$ cat config.mk
export PLATFORM = sky130hd
export DESIGN_NAME = mux2_rr_arbiter
export DESIGN_NICKNAME = d
export VERILOG_FILES = /design/src/rtl/mux2_rr_arbiter.sv
export SDC_FILE = /design/constraint.sdc
export NUM_CORES = 1
export LEC_CHECK = 0
export BUFFER_PORTS_ARGS = -buffer_cell sky130_fd_sc_hd__buf_2
export CORE_MARGIN = 8
export CORE_UTILIZATION = 62
export CTS_BUF_LIST = sky130_fd_sc_hd__clkbuf_8
export DETAILED_ROUTE_END_ITERATION = 10
export GPL_TIMING_DRIVEN = 0
export PLACE_DENSITY = 0.85
export SYNTH_ARGS = -nofsm -noshare
export SYNTH_HDL_FRONTEND = slang
export SYNTH_SLANG_ARGS = --single-unit
$ cat constraint.sdc
create_clock -name clk -period 2.1 [get_ports clk]
set_input_delay 0.42 -clock clk [delete_from_list [all_inputs] [get_ports clk]]
set_output_delay 0.42 -clock clk [all_outputs]
set_load 0.1 [all_outputs]
$ cat src/rtl/mux2_rr_arbiter.sv
// Round-robin owner of a shared 2:1 mux select, with a bounded hold time per grant
// and a registered copy of the selected data.
module mux2_rr_arbiter #(
    parameter int WIDTH    = 1,
    parameter int MAX_HOLD = 4
) (
    input  logic             clk,
    input  logic             rst,
    input  logic             req0,
    input  logic             req1,
    input  logic [WIDTH-1:0] i0,
    input  logic [WIDTH-1:0] i1,
    output logic             gnt0,
    output logic             gnt1,
    output logic             s,
    output logic [WIDTH-1:0] out,
    output logic             out_valid
);

    generate
        if (MAX_HOLD < 1 || MAX_HOLD > 255) begin : g_bad_hold
            $error("mux2_rr_arbiter: MAX_HOLD must be in 1..255");
        end
    endgenerate

    typedef enum logic [1:0] {
        IDLE = 2'd0,
        G0   = 2'd1,
        G1   = 2'd2
    } state_t;

    localparam logic [7:0] HOLD_LAST = 8'(MAX_HOLD - 1);

    state_t           r_state, w_state_next;
    logic             r_ptr, w_ptr_next;
    logic [7:0]       r_hold_cnt, w_hold_next;
    logic             w_at_limit;
    logic [WIDTH-1:0] r_out;
    logic             r_out_valid;

    assign w_at_limit = (r_hold_cnt == HOLD_LAST);

    always_comb begin
        w_state_next = r_state;
        w_ptr_next   = r_ptr;
        w_hold_next  = r_hold_cnt;
        unique case (r_state)
            IDLE: begin
                if (req0 && req1)  w_state_next = r_ptr ? G1 : G0;
                else if (req0)     w_state_next = G0;
                else if (req1)     w_state_next = G1;
            end
            G0: begin
                // A dropped request takes precedence over the hold limit; both lead to G1 anyway.
                if (!req0)                    w_state_next = req1 ? G1 : IDLE;
                else if (req1 && w_at_limit)  w_state_next = G1;
            end
            G1: begin
                if (!req1)                    w_state_next = req0 ? G0 : IDLE;
                else if (req0 && w_at_limit)  w_state_next = G0;
            end
            default: w_state_next = IDLE;
        endcase

        if (r_state != IDLE && w_state_next != r_state) begin
            w_ptr_next = (r_state == G0);
        end

        if (r_state == IDLE || w_state_next != r_state) begin
            w_hold_next = 8'd0;
        end else if (!w_at_limit) begin
            w_hold_next = r_hold_cnt + 8'd1;
        end
    end

    always_ff @(posedge clk or posedge rst) begin
        if (rst) begin
            r_state    <= IDLE;
            r_ptr      <= 1'b0;
            r_hold_cnt <= 8'd0;
        end else begin
            r_state    <= w_state_next;
            r_ptr      <= w_ptr_next;
            r_hold_cnt <= w_hold_next;
        end
    end

    // Data is captured from the cycle the owner was actually requesting.
    always_ff @(posedge clk or posedge rst) begin
        if (rst) begin
            r_out       <= '0;
            r_out_valid <= 1'b0;
        end else begin
            r_out_valid <= (gnt0 && req0) || (gnt1 && req1);
            if (gnt0 && req0)      r_out <= i0;
            else if (gnt1 && req1) r_out <= i1;
        end
    end

    assign gnt0      = (r_state == G0);
    assign gnt1      = (r_state == G1);
    assign s         = (r_state == G1);
    assign out       = r_out;
    assign out_valid = r_out_valid;

endmodule

==> results by group <==
Finish
  • Layout cell share with drive strength beyond 1: 34.04%
  • Area grow syn2layout: 14.48%
  • Final nets: 102
  • Area of the multi-input gates: 452.9 µm²
  • Diodes inserted: 0
  • Fillers: 97
  • FF/Latch Area: approximately 330 µm²

Floorplan
  • Initial Util: between 60% and 70%
  • Die area: 0.002744 mm²
  • Die Y: 52.39 µm
  • I/O pin total: 11
  • Row cnt: 13
  • Core area: roughly 0.0013 mm²
  • Die width: 52.39 µm

Setup path
  • Crit end category: primary output
  • Worst EP arrival: 1470 ps
  • R2r setup slk: 550 ps
  • Crit Path Category: reg -> out
  • Worst R2R Start: r_hold_cnt[0]$_DFFE_PP0P_
  • Setup crit end: s
  • Critical Path RT: 1680 ps
  • Critical R2R Capture: r_state[1]$_DFF_PP0_
  • Crit path launch type: flop
  • Reg2reg path depth: 5
  • Worst setup path startpoint: r_state[0]$_DFF_PP0_
  • Crit path max fanout: 10

Timing
  • Final Setup Violations: 0
  • Final Worst Setup Slack: 212.5 ps
  • Crit path time final: 1888 ps
  • Tightest Pin Transition: 524.6 ps
  • Worst relative slew slack: about 65%
  • RSZ-0062 raised after global routing: no
  • Clk_skew: 6.180 ps
  • Max Fclk: approximately 530 MHz
  • Hold_ws: 198.7 ps
  • Max-slew violation count: 0
  • Final Hold Viols: 0
  • Final period utilization: 89.88%

Logic synthesis
  • Post-Synthesis Cells: 80
  • Asr flop ratio synth: between 90% and 100%
  • Number of enable flip-flop cells after synthesis: 0
  • Most frequent cell after synthesis: dfrtp_1
  • Leading post-synthesis cells by cell area: dfrtp_1, nand2_1, a21oi_1
  • YS warnings: 0
  • Ys flop type: dfrtp_1
  • Avg Inst Size Synth: 10.26 µm²
  • Seq/Total Area, Yosys: 39.63%
  • Cell variety after synth: 39
  • Cell Area, Synth: 820.8 µm²
  • Synth top area share: roughly two fifths
  • Yosys reg bits: 13
  • Synthesized Nets: 87
  • Synth area leader: dfrtp_1
  • Top post-synthesis cells by count: dfrtp_1, nand2_1, a21oi_1, nand3_1

Clock network
  • CTS root buffer: clkbuf_8
  • CTS Buf Count: 3
  • CTS tree: built
  • Sinks on Clock Net: 13
  • Post-CTS Hold Buffers: 0
  • CTS H-tree lvls: 1
  • Resized cells post-CTS: 0
  • Setup Buffers After CTS: 0
  • Reg clk slew, reported paths: 60 ps
  • CTS Buffer Depth: 2
  • Skew-Pair Late Insertion Delay: around 250 ps

Place
  • Place WS: 478.3 ps
  • Hpwl dp: between 1000 and 1500 µm
  • GP Congestion: ~0.75
  • Count of input and output buffers: 10

Drt
  • Final WL: 1894 µm
  • Drt initial violations: 30
  • First drt pass iteration count: 4
  • Post-DRT Antenna Nets: 0
  • Vias per Instance: 6.211
  • Routed vias: 677
  • DRC: 0
  • Post-DR wirelength/cell: 17.38 µm

Pwr
  • Static leakage power: 0.4370 nW
  • Max VDD drop: 689.7 µV
  • Power Density: 1022 mW/mm²

GRT
  • Largest net degree at the start of global routing: 14
  • Antenna violations before repair: 0
  • First-pass GRT wire length: 3029 µm
  • Number of global-route vias before repair: just under 700
  • GR Overflow Total: 0
  • Gr usage total: ~15%

Run
  • Max Cap Viol: 0

Run status
  • Status: complete, no violations

Hold path
  • Class of the worst hold path: in -> async
==> worst min path at each step <==
stage,start,to,slack (ps),depth (start not counted)
floorplan,rst,out$_DFFE_PP0P_,300,1
global placement,rst,r_hold_cnt[5]$_DFFE_PP0P_,460,2
detailed placement,rst,r_hold_cnt[5]$_DFFE_PP0P_,470,2
CTS,rst,out$_DFFE_PP0P_,210,2
global route,rst,out$_DFFE_PP0P_,250,2
finish,rst,r_hold_cnt[0]$_DFFE_PP0P_,200,2
==> cell families (layout without fill, tap and decap cells) <==
kind of cell / count (synthesis) / after routing / synth area share, %
fa+ha+maj: 1 / 1 / 1.524
buf+inv: 7 / 21 / 5.793
xor+xnor: 2 / 2 / 2.135
simple gates: 36 / 36 / 30.95
compound gates: 20 / 20 / 18.75
flops: 13 / 13 / 39.63
mux: 1 / 1 / 1.220
==> metal layers <==
metal  vias to the layer above  global-route usage, %  wire, µm
li1                        328                      -         -
met1                       326                  16.17       851
met2                        18                  24.11       918
met3                         5                  4.261        96
met4                         0                  9.914        28
met5                         -                      0         0
==> critical path: stages, from the launching register on <==
cell and delay, ps:
dfrtp_1 370, buf_2 190, nor2b_2 140, buf_4 110, buf_2 410
==> sequential cells by signal (all words and copies together), names as in the netlist <==
register    flops
r_ptr           1
r_state         2
r_hold_cnt      8
out             1
out_valid       1
==> report_power, final <==
group / switching (W) / leakage, nW / internal (W)
Clock: 0.0000940 / 0.0269 / 0.000129
Combinational: 0.000305 / 0.238 / 0.000114
Sequential: 0.0000279 / 0.172 / 0.000290
Total: 0.000427 / 0.437 / 0.000534
==> cell type report <==
type / count / share of cell area (%)
Timing Repair Buffer: 10 / 5.326
Clock inverter: 1 / 0.3995
Multi-Input combinational cell: 60 / 48.20
Clock buffer: 3 / 4.394
Tap cell: 15 / 1.997
Inverter: 2 / 0.7989
Buffer: 5 / 4.261
Sequential cell: 13 / 34.62
==> cells in the final DEF, fill, tap and decap left out, types with 2 or more instances in the layout <==
cell and n:
nand2_1 8, o21ai_0 3, buf_6 2, nand4_1 2, clkbuf_8 3, nor2b_2 2
nor3_1 2, nor2_1 2, a2bb2oi_1 2, inv_1 3, xor2_1 2, a22oi_1 2
nand3_1 4, dfrtp_1 13, or3_1 3, a21oi_1 5, buf_2 12
==> metrics by stage <==
| step | setup TNS, ps | util [%] | instances | cell area, µm² | power [W] |
|---|---|---|---|---|---|
| 6_report | 0 | 74.06 | 109 | 939.7 | 0.0009607 |
| 5_1_grt | 0 | 74.06 | 109 | 939.7 | 0.001005 |
| 4_1_cts | 0 | 74.06 | 109 | 939.7 | 0.0009628 |
| 3_5_place_dp | 0 | 70.51 | 105 | 894.6 | 0.0007401 |
| 3_3_place_gp | 0 | 70.51 | 105 | 894.6 | 0.0007271 |
| 2_1_floorplan | -108.1 | - | 80 | 825.8 | 0.0006701 |
Note: power is estimated with default switching activity, not from simulation.
